File: config.mk
export PLATFORM = sky130hd
export DESIGN_NAME = fpu_wb_arbiter
export DESIGN_NICKNAME = d
export VERILOG_FILES = /design/src/rtl/fpu_wb_pkg.sv /design/src/rtl/fpu_wb_fifo2.sv /design/src/rtl/fpu_wb_arbiter.sv
export SDC_FILE = /design/constraint.sdc
export NUM_CORES = 1
export LEC_CHECK = 0
export BUFFER_PORTS_ARGS = -buffer_cell sky130_fd_sc_hd__buf_2
export CORE_MARGIN = 3
export CORE_UTILIZATION = 27
export DETAILED_ROUTE_END_ITERATION = 6
export PLACE_DENSITY = 0.5
export SLEW_MARGIN = 0
export SYNTH_ARGS = -nofsm -noshare
export SYNTH_HDL_FRONTEND = slang
export SYNTH_SLANG_ARGS = --single-unit
File: constraint.sdc
create_clock -name clock -period 8.8 [get_ports clock]
set_clock_uncertainty 0.2 [all_clocks]
set_input_delay 0.88 -clock clock [delete_from_list [all_inputs] [get_ports clock]]
set_output_delay 0.88 -clock clock [all_outputs]
set_load 0.005 [all_outputs]
File: src/rtl/fpu_wb_pkg.sv
// fpu_wb_pkg -- shared definitions for the FPU writeback arbiter.
//   Source ids (index into the packed in_* buses and value of wb_src),
//   exception-flag width, divsqrt starvation limit, and the result record
//   {data, tag, exc} laid out at the default result widths.
package fpu_wb_pkg;

  localparam int SRC_FMA    = 0;
  localparam int SRC_DIV    = 1;
  localparam int SRC_SIMPLE = 2;

  localparam int EXC_W      = 5;
  localparam int AGE_LIMIT  = 8;

  // Default recoded-FP result and destination-tag widths.
  localparam int RES_DATA_W = 65;
  localparam int RES_TAG_W  = 5;

  typedef struct packed {
    logic [RES_DATA_W-1:0] data;
    logic [RES_TAG_W-1:0]  tag;
    logic [EXC_W-1:0]      exc;
  } fpu_result_t;

endpackage

File: src/rtl/fpu_wb_fifo2.sv
// fpu_wb_fifo2 -- 2-entry fall-through FIFO for a non-stallable result source.
//   clock, reset     : rising-edge clock, asynchronous active-high reset
//   push, push_data  : incoming beat (always offered, the source cannot wait)
//   pop              : consumer takes the current head this cycle
//   head             : stored head, or push_data directly while empty
//   full, empty      : occupancy flags
// A push into a full FIFO with no pop that cycle is silently not stored; the
// parent detects that case from full/pop and flags it.
module fpu_wb_fifo2 #(
  parameter int W = 75
) (
  input  logic         clock,
  input  logic         reset,
  input  logic         push,
  input  logic [W-1:0] push_data,
  input  logic         pop,
  output logic [W-1:0] head,
  output logic         full,
  output logic         empty
);

  logic [W-1:0] mem [2];
  logic         rd_ptr;
  logic         wr_ptr;
  logic [1:0]   count;
  logic         bypass;
  logic         rd_en;
  logic         wr_en;

  assign empty  = (count == 2'd0);
  assign full   = (count == 2'd2);
  assign head   = empty ? push_data : mem[rd_ptr];

  // Empty FIFO whose incoming beat is consumed in the same cycle: nothing stored.
  assign bypass = empty && push && pop;
  assign rd_en  = pop && !empty;
  assign wr_en  = push && !bypass && (!full || rd_en);

  always_ff @(posedge clock or posedge reset) begin
    if (reset) begin
      rd_ptr <= 1'b0;
      wr_ptr <= 1'b0;
      count  <= 2'd0;
    end else begin
      if (wr_en) wr_ptr <= ~wr_ptr;
      if (rd_en) rd_ptr <= ~rd_ptr;
      count <= count + {1'b0, wr_en} - {1'b0, rd_en};
    end
  end

  // Payload storage needs no reset; count gates its visibility.
  always_ff @(posedge clock) begin
    if (wr_en) mem[wr_ptr] <= push_data;
  end

endmodule

File: src/rtl/fpu_wb_arbiter.sv
// fpu_wb_arbiter -- merges fma, divsqrt and simple FPU results onto one
// registered writeback port.
//   clock, reset        : rising-edge clock, asynchronous active-high reset
//   in_valid/in_ready   : per-source handshake, [0]=fma [1]=divsqrt [2]=simple;
//                         fma and simple are always ready (2-entry FIFOs),
//                         divsqrt is ready while its holding register is empty
//   in_data/in_tag/in_exc : payloads packed by source index
//   wb_stall            : writeback consumer cannot take the current beat
//   wb_valid/wb_data/wb_tag/wb_exc/wb_src : registered writeback beat
//   ovf_err             : sticky, set when an fma/simple beat is dropped
// Priority fma > simple > divsqrt, except a divsqrt result that has waited
// AGE_LIMIT cycles wins outright.
// Optional macro FPU_WB_ARBITER_ASSERT_EN adds simulation-only $fatal checks
// (multiple grants, overflow, writeback change while stalled).
module fpu_wb_arbiter
  import fpu_wb_pkg::*;
#(
  parameter int DATA_W = 65,
  parameter int TAG_W  = 5
) (
  input  logic                  clock,
  input  logic                  reset,
  input  logic [2:0]            in_valid,
  output logic [2:0]            in_ready,
  input  logic [3*DATA_W-1:0]   in_data,
  input  logic [3*TAG_W-1:0]    in_tag,
  input  logic [3*EXC_W-1:0]    in_exc,
  input  logic                  wb_stall,
  output logic                  wb_valid,
  output logic [DATA_W-1:0]     wb_data,
  output logic [TAG_W-1:0]      wb_tag,
  output logic [EXC_W-1:0]      wb_exc,
  output logic [1:0]            wb_src,
  output logic                  ovf_err
);

  localparam int RES_W = DATA_W + TAG_W + EXC_W;

  logic [RES_W-1:0] in_res [3];
  logic [RES_W-1:0] fma_head, simple_head, div_res, sel_res, wb_res, hold_res;
  logic             fma_full, fma_empty, simple_full, simple_empty;
  logic             fma_cand, simple_cand, div_cand, hold_valid;
  logic             can_load, fma_drop, simple_drop;
  logic [2:0]       grant;
  logic [1:0]       sel_src;
  logic [3:0]       age;

  for (genvar gi = 0; gi < 3; gi++) begin : g_pack
    assign in_res[gi] = {in_data[gi*DATA_W +: DATA_W],
                         in_tag[gi*TAG_W +: TAG_W],
                         in_exc[gi*EXC_W +: EXC_W]};
  end

  fpu_wb_fifo2 #(.W(RES_W)) u_fifo_fma (
    .clock(clock), .reset(reset),
    .push(in_valid[SRC_FMA]), .push_data(in_res[SRC_FMA]), .pop(grant[SRC_FMA]),
    .head(fma_head), .full(fma_full), .empty(fma_empty)
  );

  fpu_wb_fifo2 #(.W(RES_W)) u_fifo_simple (
    .clock(clock), .reset(reset),
    .push(in_valid[SRC_SIMPLE]), .push_data(in_res[SRC_SIMPLE]), .pop(grant[SRC_SIMPLE]),
    .head(simple_head), .full(simple_full), .empty(simple_empty)
  );

  assign in_ready = {1'b1, ~hold_valid, 1'b1};

  // Fall-through: an empty queue presents the incoming beat as its candidate.
  assign fma_cand    = !fma_empty || in_valid[SRC_FMA];
  assign simple_cand = !simple_empty || in_valid[SRC_SIMPLE];
  assign div_cand    = hold_valid || in_valid[SRC_DIV];
  assign div_res     = hold_valid ? hold_res : in_res[SRC_DIV];

  // The writeback register can take a new beat unless it holds a stalled one.
  assign can_load    = !(wb_valid && wb_stall);

  assign fma_drop    = in_valid[SRC_FMA] && fma_full && !grant[SRC_FMA];
  assign simple_drop = in_valid[SRC_SIMPLE] && simple_full && !grant[SRC_SIMPLE];

  always_comb begin
    grant = 3'b000;
    if (can_load) begin
      if (div_cand && age == 4'(AGE_LIMIT)) grant[SRC_DIV]    = 1'b1;
      else if (fma_cand)                    grant[SRC_FMA]    = 1'b1;
      else if (simple_cand)                 grant[SRC_SIMPLE] = 1'b1;
      else if (div_cand)                    grant[SRC_DIV]    = 1'b1;
    end
  end

  always_comb begin
    sel_res = fma_head;
    sel_src = 2'(SRC_FMA);
    if (grant[SRC_SIMPLE]) begin
      sel_res = simple_head;
      sel_src = 2'(SRC_SIMPLE);
    end else if (grant[SRC_DIV]) begin
      sel_res = div_res;
      sel_src = 2'(SRC_DIV);
    end
  end

  always_ff @(posedge clock or posedge reset) begin
    if (reset) begin
      wb_valid   <= 1'b0;
      wb_res     <= '0;
      wb_src     <= 2'd0;
      ovf_err    <= 1'b0;
      hold_valid <= 1'b0;
      age        <= 4'd0;
    end else begin
      if (|grant) begin
        wb_valid <= 1'b1;
        wb_res   <= sel_res;
        wb_src   <= sel_src;
      end else if (can_load) begin
        wb_valid <= 1'b0;
      end
      ovf_err <= ovf_err | fma_drop | simple_drop;
      // A divsqrt beat granted straight from the input never occupies the register.
      if (grant[SRC_DIV])                            hold_valid <= 1'b0;
      else if (!hold_valid && in_valid[SRC_DIV])     hold_valid <= 1'b1;
      if (grant[SRC_DIV])                            age <= 4'd0;
      else if (div_cand && age != 4'(AGE_LIMIT))     age <= age + 4'd1;
    end
  end

  always_ff @(posedge clock) begin
    if (!hold_valid && in_valid[SRC_DIV]) hold_res <= in_res[SRC_DIV];
  end

  assign wb_data = wb_res[RES_W-1 -: DATA_W];
  assign wb_tag  = wb_res[EXC_W +: TAG_W];
  assign wb_exc  = wb_res[EXC_W-1:0];

`ifdef FPU_WB_ARBITER_ASSERT_EN
  always @(posedge clock) begin
    if (!reset) begin
      if ($countones(grant) > 1) $fatal(1, "fpu_wb_arbiter: more than one grant");
      if (fma_drop || simple_drop) $fatal(1, "fpu_wb_arbiter: result queue overflow");
    end
  end

  assert property (@(posedge clock) disable iff (reset)
    (wb_valid && wb_stall) |=> $stable({wb_valid, wb_res, wb_src}))
    else $fatal(1, "fpu_wb_arbiter: writeback changed while stalled");
`else
  // Checks not built; behaviour is identical either way.
`endif

endmodule
==> results of run 1 <==
## area by class of cell
type                    instances  area share
inverters                       7    0.001167
flip-flops and latches        467      0.5505
clock inverters                21     0.01030
clock buffers                  82     0.06566
well taps                     959     0.04866
diodes                          7   0.0007103
multi-input cells             905      0.2536
repair buffers                331     0.06941
## worst max path at each step
stage | start | endpoint | slack (ns) | cells past startpoint
final | in_valid[0] | u_fifo_simple.mem[1][10]$_DFFE_PP_ | 4.85 | 6
after global routing | hold_valid$_DFFE_PP0P_ | u_fifo_fma.mem[1][6]$_DFFE_PP_ | 4.66 | 5
after CTS | hold_valid$_DFFE_PP0P_ | u_fifo_fma.mem[1][5]$_DFFE_PP_ | 4.77 | 5
after detailed placement | in_valid[0] | u_fifo_simple.mem[1][11]$_DFFE_PP_ | 4.19 | 6
after global placement | in_valid[0] | u_fifo_simple.mem[1][15]$_DFFE_PP_ | 4.29 | 6
after floorplan | in_valid[0] | u_fifo_simple.mem[0][0]$_DFFE_PP_ | 2.35 | 4
## critical path, cell delays in order
cell,delay (ns)
buf_4,0.26
nor3_1,0.77
o211ai_1,0.30
nor3_1,0.42
and2_4,0.58
buf_4,0.63
## stage by stage
stage	worst slack (ns)	cells	hold WS [ns]	cell area, um^2	power, W
after floorplan	2.349	1502	0.2678	20310	0.005089
after global placement	4.289	2669	0.3246	22770	0.005982
after detailed placement	4.188	2669	0.3264	22770	0.006036
after CTS	4.771	2772	0.08242	24640	0.008423
after global routing	4.656	2773	0.1227	24640	0.008760
final	4.854	2779	0.1095	24660	0.008269
## kinds of logic (layout without fill, tap and decap cells)
logic type                 count (synthesis)  after routing  share of synthesized area
DFF                                      467            467                     0.6684
and+or+nand+nor                          340            340                    0.07565
muxes                                    225            225                     0.1110
AOI/OAI and AO/OA                        327            327                     0.1117
adders and majority gates                  4              4                   0.002466
buffers and inverters                    130            441                    0.02768
xor gates and xnor gates                   7              7                   0.003021
other                                      1              9                  0.0001848
## synth_stat cells (all sizes together) (2+ instances only)
master,n
a211oi,3
a21oi,2
a22o,78
a22oi,75
a31oi,76
and2,3
and3,75
buf,44
clkbuf,79
dfrtp,92
edfxtp,375
ha,4
inv,7
mux2i,225
nand2,84
nand2b,3
nand3,2
nor2,154
nor2b,2
nor3,6
nor4,2
o211ai,2
o21ai,84
or2,2
or4,2
xnor2,3
xor2,4
## sequential cells by signal (all words and copies together), names as in the netlist, 2 cells and up
name and count:
age 4, hold_res 75, u_fifo_fma.count 2, u_fifo_fma.mem 150, u_fifo_simple.count 2, u_fifo_simple.mem 150, wb_res 75, wb_src 2
## power groups by stage
stage	clock [W]	sequential (W)	combinational, W
floorplan	0	0.00332	0.00177
global placement	0	0.00344	0.00254
detailed placement	0	0.00346	0.00258
CTS	0.00242	0.00342	0.00258
global route	0.00250	0.00347	0.00279
finish	0.00234	0.00340	0.00252
## routing by layer
layer  share of wire  wire (um)  track usage  vias to the layer above
met2            0.49      30120       0.2580                      306
li1                -          -            -                     6283
met4           0.020       1224      0.04207                       10
met5          0.0010         65            0                        -
met1            0.44      27250       0.2022                     6734
met3           0.055       3439      0.03320                       95
==> metrics.yaml, run 1 <==
ys_seq_area_frac: 0.6684
drcViolationCount: 0
post_cts.repair.setup_buffers: 0
die_h_um: 280.2
period_share: 0.4484
power.leakage_nw: 9.766
multi_input_area_mm2: 0.006255
fp-row-count: 99
die_w_um: 280.2
power.switching_w: 0.002754
seq_area_mm2: 0.01357
power_density_mw_per_mm2: 335.3
cts_root_buf: "clkbuf_16"
cp.required_ns: 8.82
cts_resized: 0
worstMarginPinSlew_ns: 1.296
cts.clk_slew.worst_paths_ns: 0.06
cts_tree: "yes"
final_util: 0.3346
synthCells: 1501
pwr-share-comb: 0.305
gpl.final_weighted_congestion: 0.7356
crit_arrival_ns: 3.97
path_class: "input pin to register"
synthTopCellsByArea: "edfxtp_1, dfrtp_1, mux2i_1"
synth-seq-cells: 467
synth-edff-count: 375
synth-warning-count: 0
critPathLaunchType: "input pin"
p_clk_frac: 0.284
synth_largest_area_cell: "edfxtp_1"
rsz0062_at_grt: "no"
routed_wl_mm: 62.10
finalMaxSlewViolations: 0
layout-drive-gt1-share: 0.2383
grtUsageTotal: 0.1541
cts_buffers: 55
status: "finished, final reports clean"
clock_sinks: 467
cts_buffer_depth: 3
r2r_cells: 5
intPower_w: 0.005515
avgSynthCellArea_um2: 13.52
grt_pass1_vias: 13810
r2r_end: "u_fifo_fma.mem[1][5]$_DFFE_PP_"
place_hpwl_mm: 38.12
drt_iter0_markers: 817
worstSkewPairLatency_ns: 0.61
min_path_type: "input pin to asynchronous set/reset pin"
htreeDepth: 2
period_needed_ns: 3.946
drt_pre_antenna_iters: 5
clock.fmax_mhz: 253.4
grt_max_degree: 99
layout_commonest_cell: "edfxtp_1"
synthesis.area_mm2: 0.02029
ys.flop_type: "edfxtp_1"
tns_ns: 0
r2r_start: "hold_valid$_DFFE_PP0P_"
power_switching_share: 0.3331
syn_to_final_growth_pct: 21.52
hold_viol_final: 0
dieArea_mm2: 0.07849
coreArea_mm2: 0.07370
r2r_slack_ns: 4.89
cp-end-kind: "register"
antenna_found_initial: 12
finalSetupViolCount: 0
layout_common_cells: "edfxtp_1, buf_2, mux2i_1"
numPortBuffers: 310
hold_buffers: 0
viasPerCell: 4.832
synth_cell_type_count: 46
fillCellCount: 7253
routedWlPerCell_um: 22.35
num_io_pins: 313
ant_nets: 0
cp_max_fo: 43
initial_utilization: 0.2753
gr-total-overflow: 0
grt_pass1_wl_mm: 91.18
peakVddDrop_v: 0.0001623
dr_total_vias: 13430
p_seq_frac: 0.412
synth_top_area_frac: 0.5549
relSlewSlack: 0.1362
drv_cap: 0
nets: 2002
ys_async_sr_fraction: 0.1970
(Power assumes the default switching activity.)
==> inputs of run 2 (changes only) <==
clock period = 3.38 ns   (was 8.8 ns; I/O delays follow)
==> run 2 against run 1 <==
  * Sequential power rose to 2.5 times the previous value
  * Combinational power rose to 2.9 times the previous value
  * Sequential cell count unchanged
  * Largest cell class unchanged
  * Critical path type unchanged
  * Highest routed layer unchanged
==> metrics.yaml, run 2 (synthesized netlist as in run 1, its figures left out) <==
status: "finished, final reports clean"
routedWlPerCell_um: 21.61  # -3.3%
power_switching_share: 0.3319  # -0.001141
layout_common_cells: "edfxtp_1, buf_2, dlygate4sd3_1"
min_from: "in_valid[2]"
grt_max_degree: 151  # +53%
power_w: 0.02231  # +170%
reg_top3: "u_fifo_fma.mem: 150 flops, u_fifo_simple.mem: 150 flops"
cp-end-kind: "register"
coreArea_mm2: 0.07370  # unchanged
critical_path.most_common_cell: "buf_4"
rsz0062_at_grt: "no"
syn_to_final_growth_pct: 34.77
relSlewSlack: 0.2334  # +0.09722
dieArea_mm2: 0.07849  # unchanged
holdPathStages: 5
period_needed_ns: 2.869
drt_iter0_markers: 986  # +21%
drv_cap: 0  # unchanged
seq_area_mm2: 0.01357  # unchanged
worstMarginPinSlew_ns: 1.150  # -0.1458 ns
intPower_w: 0.01491  # +170%
min_to: "wb_valid$_DFFE_PP0P_"
timing.hold.ws_ns: 0.1514  # +0.04187 ns
cts_buffer_depth: 3  # unchanged
layout-drive-gt1-share: 0.2203  # -0.01795
placed_cell_area_mm2: 0.02312  # +1.5%
layout_commonest_cell: "edfxtp_1"
drcViolationCount: 0  # unchanged
p_seq_frac: 0.388  # -0.024
power.leakage_nw: 10.88  # +11%
final_util: 0.3711  # +0.03650
cts_buffers: 55  # unchanged
place_hpwl_mm: 38.52  # +1.0%
fillCellCount: 7112  # -1.9%
max_stage_delay_ns: 0.60  # -0.17 ns
cts_root_buf: "clkbuf_16"
cts.clk_slew.worst_paths_ns: 0.06  # about the same
r2r_end: "u_fifo_fma.mem[1][30]$_DFFE_PP_"
cts_tree: "yes"
num_io_pins: 313  # unchanged
critPathLaunchType: "input pin"
clock.fmax_mhz: 348.6
numPortBuffers: 310  # unchanged
antenna_found_initial: 6  # -6
initial_utilization: 0.2753  # unchanged
worstSkewPairLatency_ns: 0.60  # about the same
gr-total-overflow: 0  # unchanged
drt_pre_antenna_iters: 5  # unchanged
cp_max_fo: 61  # +42%
slowest_stage: "dlygate4sd3_1"
pwr-share-comb: 0.332  # +0.027
multi_input_area_mm2: 0.006300  # +0.72%
clock_sinks: 467  # unchanged
power.switching_w: 0.007406  # +170%
r2r_slack_ns: 0.54  # -4.35 ns
fin_area_mm2: 0.02735  # +11%
grtUsageTotal: 0.1624  # +0.008314
cp.required_ns: 3.41  # -5.41 ns
fp-row-count: 99  # unchanged
power_density_mw_per_mm2: 815.8  # +140%
nets: 2244  # +12%
period_share: 0.8487
gpl.final_weighted_congestion: 0.7734  # +5.1%
grt_pass1_wl_mm: 96.53  # +5.9%
dr_total_vias: 14510  # +8.1%
viasPerCell: 4.810  # -0.46%
finalSetupViolCount: 0  # unchanged
cts_resized: 0  # unchanged
r2r_start: "age[0]$_DFFE_PP0P_"
die_w_um: 280.2  # unchanged
tns_ns: 0  # unchanged
die_h_um: 280.2  # unchanged
finalMaxSlewViolations: 0  # unchanged
hold_viol_final: 0  # unchanged
min_path_type: "input pin to register"
peakVddDrop_v: 0.0004336  # +170%
crit_arrival_ns: 2.90  # -1.07 ns
p_clk_frac: 0.280  # -0.004
routed_wl_mm: 65.20  # +5.0%
r2r_cells: 7  # +2
grt_pass1_vias: 15250  # +10%
path_class: "input pin to register"
htreeDepth: 2  # unchanged
ant_nets: 0  # unchanged
cp_cell_sequence: "dlygate4sd3_1 -> buf_4 -> buf_4 -> o21ai_0 -> nor3_1 -> and2_4 -> buf_12"
[run 2: cell type report]
cell class	count	area share
clock buffer	79	0.05879
multi-input combinational	905	0.2303
sequential	467	0.4963
clock inverter	25	0.01162
timing repair buffer	573	0.1578
tap	959	0.04387
antenna	2	0.0001830
inverter	7	0.001052
[run 2: metal layers]
metal / share of wire / vias to the layer above / wire length (um) / GRT usage
met4: 0.022 / 4 / 1457 / 0.04314
met2: 0.50 / 383 / 32320 / 0.2821
li1: - / 6761 / - / -
met1: 0.43 / 7268 / 28300 / 0.2102
met5: 0.00041 / - / 27 / 0
met3: 0.047 / 95 / 3085 / 0.02696
[run 2: worst max-delay path, delay by kind of cell]
kind	cells	cell delay, ns
and+or+nand+nor	2	0.63
AOI/OAI and AO/OA	1	0.31
buffers and inverters	4	1.56
[run 2: power by group through the flow]
stage / clock (W) / sequential [W] / combinational, W
2_1_floorplan: 0 / 0.00859 / 0.00467
3_3_place_gp: 0 / 0.00873 / 0.00723
3_5_place_dp: 0 / 0.00877 / 0.00734
4_1_cts: 0.00645 / 0.00867 / 0.00758
5_1_grt: 0.00667 / 0.00881 / 0.00811
6_report: 0.00625 / 0.00866 / 0.00740
[run 2: through the flow]
stage	setup slack (ns)	cells
final	0.5114	3017
after global routing	0.2966	3015
after CTS	0.4942	3015
after detailed placement	0.5354	2681
after global placement	0.5467	2681
after floorplan	-0.7217	1502
[run 2: repair_timing]
| action | 4_1_cts | 5_1_grt |
|---|---|---|
| hold buffers | 230 | 0 |
| endpoints found under the hold margin | 463 | 0 |
| setup buffers | 0 | 0 |
[run 2: worst max-delay path by stage]
stage	from	to	slack, ns	cells past startpoint
after floorplan	age[1]$_DFFE_PP0P_	u_fifo_fma.mem[0][0]$_DFFE_PP_	-0.72	6
after global placement	age[1]$_DFFE_PP0P_	u_fifo_fma.mem[1][33]$_DFFE_PP_	0.55	7
after detailed placement	age[0]$_DFFE_PP0P_	u_fifo_fma.mem[1][9]$_DFFE_PP_	0.54	7
after CTS	in_valid[0]	u_fifo_fma.mem[1][11]$_DFFE_PP_	0.49	7
after global routing	age[0]$_DFFE_PP0P_	u_fifo_fma.mem[1][27]$_DFFE_PP_	0.30	7
final	in_valid[0]	u_fifo_fma.mem[1][30]$_DFFE_PP_	0.51	7
==> inputs of run 3 (changes only) <==
PLACE_DENSITY = 0.49   (was 0.5)
clock period = 2.8 ns   (was 3.38 ns; I/O delays follow)
==> run 3 against run 2 <==
  * First-iteration DRC count down 11%
  * Register-to-register slack worse by 0.32 ns
  * Cell area is 0.58% higher
  * Wire length decreased by 0.87%
  * Critical path type is now register to register
  * Highest routed layer unchanged
==> metrics.yaml, run 3 (synthesized netlist as in run 1, its figures left out) <==
cp-end-kind: "register"
power_density_mw_per_mm2: 972.4  # +19%
initial_utilization: 0.2753  # unchanged
cpLargestDelayFamily: "buffers and inverters"
hold_viol_final: 0  # unchanged
grt_pass1_wl_mm: 96.61  # about the same
routed_wl_mm: 64.63  # -0.87%
power_w: 0.02675  # +20%
cp.required_ns: 3.09  # -0.32 ns
intPower_w: 0.01786  # +20%
critPathLaunchType: "register"
cts_buffer_depth: 3  # unchanged
peakVddDrop_v: 0.0005817  # +34%
layout-drive-gt1-share: 0.2242  # +0.003874
cts_tree: "yes"
clock_sinks: 467  # unchanged
syn_to_final_growth_pct: 35.55
grt_pass1_vias: 15370  # +0.81%
cts_buffers: 54  # -1.8%
die_h_um: 280.2  # unchanged
layout_common_cells: "edfxtp_1, buf_2, dlygate4sd3_1"
ant_nets: 0  # unchanged
relSlewSlack: 0.3733  # +0.1399
gpl.final_weighted_congestion: 0.7386  # -4.5%
dr_total_vias: 14500  # -0.096%
period_needed_ns: 2.575
grt_max_degree: 93  # -38%
r2r_cells: 8  # +1
clock.fmax_mhz: 388.3
rsz0062_at_grt: "no"
finalSetupViolCount: 0  # unchanged
cts_root_buf: "clkbuf_16"
viasPerCell: 4.772  # -0.79%
nets: 2264  # +0.89%
htreeDepth: 2  # unchanged
drcViolationCount: 0  # unchanged
cp_max_fo: 51  # -16%
grtUsageTotal: 0.1617  # -0.0007324
drv_cap: 0  # unchanged
status: "finished, final reports clean"
dieArea_mm2: 0.07849  # unchanged
fillCellCount: 7034  # -1.1%
fp-row-count: 99  # unchanged
routedWlPerCell_um: 21.27  # -1.6%
power.switching_w: 0.008889  # +20%
critical_path_depth: 8  # +1
place_hpwl_mm: 40.94  # +6.3%
cts.clk_slew.worst_paths_ns: 0.05  # about the same
drt_pre_antenna_iters: 5  # unchanged
power.leakage_nw: 10.94  # +0.54%
period_share: 0.9198
antenna_found_initial: 5  # -1
worstMarginPinSlew_ns: 0.9400  # -0.2099 ns
p_seq_frac: 0.396  # +0.008
layout_commonest_cell: "edfxtp_1"
final_util: 0.3732  # +0.002139
die_w_um: 280.2  # unchanged
path_class: "register to register"
worstSkewPairLatency_ns: 0.59  # about the same
coreArea_mm2: 0.07370  # unchanged
min_path_type: "input pin to asynchronous set/reset pin"
slowest_stage: "dfrtp_1"
power_switching_share: 0.3323  # +0.0004096
num_io_pins: 313  # unchanged
drt_iter0_markers: 878  # -11%
reg_top3: "u_fifo_fma.mem: 150 flops, u_fifo_simple.mem: 150 flops"
gr-total-overflow: 0  # unchanged
p_clk_frac: 0.266  # -0.014
crit_arrival_ns: 2.87  # -0.03 ns
numPortBuffers: 310  # unchanged
finalMaxSlewViolations: 0  # unchanged
max_stage_delay_ns: 0.38  # -0.22 ns
pwr-share-comb: 0.339  # +0.007
cp_cell_sequence: "inv_2 -> ha_4 -> and3b_2 -> a211oi_4 -> buf_4 -> buf_12 -> o21ai_0 -> a31oi_1"
crit_buf_inv: 3  # -1
[run 3: cell type report]
class | instances | area, um^2 | share of cell area
inverters | 7 | 30.03 | 0.001092
multi-input cells | 905 | 6301 | 0.2291
flip-flops and latches | 467 | 13570 | 0.4935
well taps | 959 | 1200 | 0.04362
diodes | 5 | 12.51 | 0.0004549
clock buffers | 83 | 1564 | 0.05686
repair buffers | 594 | 4599 | 0.1672
clock inverters | 18 | 226.5 | 0.008233
[run 3: power groups by stage]
stage                     Clock, W  Combinational, W  Sequential [W]
after global routing       0.00760           0.00992          0.0108
final                      0.00711           0.00905          0.0106
after CTS                  0.00732           0.00927          0.0106
after global placement           0           0.00885          0.0107
after detailed placement         0           0.00898          0.0107
after floorplan                  0           0.00564          0.0104
[run 3: final timing paths]
kind,slack [ns],end,startpoint
hold reg to reg,0.35,ovf_err$_DFF_PP0_,ovf_err$_DFF_PP0_
setup reg to reg,0.22,wb_res[35]$_DFFE_PP0P_,age[1]$_DFFE_PP0P_
max in group asynchronous,1.59,wb_res[74]$_DFFE_PP0P_,reset
min in group clock,0.15,u_fifo_simple.rd_ptr$_DFFE_PP0P_,in_valid[0]
hold / removal,0.11,wb_res[7]$_DFFE_PP0P_,reset
setup / recovery,0.22,wb_res[35]$_DFFE_PP0P_,age[1]$_DFFE_PP0P_
[run 3: per-stage QoR]
| step | hold WS (ns) | TNS, ns | setup slack (ns) | instances | area (um^2) |
|---|---|---|---|---|---|
| finish | 0.1141 | 0 | 0.2246 | 3038 | 27510 |
| global route | 0.1261 | 0 | 0.04728 | 3034 | 27500 |
| CTS | 0.08220 | 0 | 0.1222 | 3033 | 27490 |
| detailed placement | 0.1755 | 0 | 0.1353 | 2703 | 23410 |
| global placement | 0.1675 | 0 | 0.1348 | 2703 | 23410 |
| floorplan | 0.1789 | -194.71 | -1.302 | 1502 | 20400 |
[run 3: worst reg2reg max path: cells and delay by family (launching register included)]
family	cells	cell delay [ns]
compound gates	3	0.69
flops	1	0.38
buf+inv	3	0.79
fa+ha+maj	1	0.16
simple gates	1	0.30
[run 3: per-layer routing]
layer	vias to the layer above	wire, um	GRT usage	part of all wire
li1	6794	-	-	-
met1	7289	28560	0.2110	0.44
met2	337	32060	0.2797	0.50
met3	75	2833	0.02713	0.044
met4	2	1169	0.04046	0.018
met5	-	11	0	0.00017
[run 3: timing repair]
item,in CTS,in global routing
setup buffers,0,0
endpoints found under the hold margin,521,0
hold buffers,229,0
gates resized for setup,0,1
setup endpoints to repair,0,9
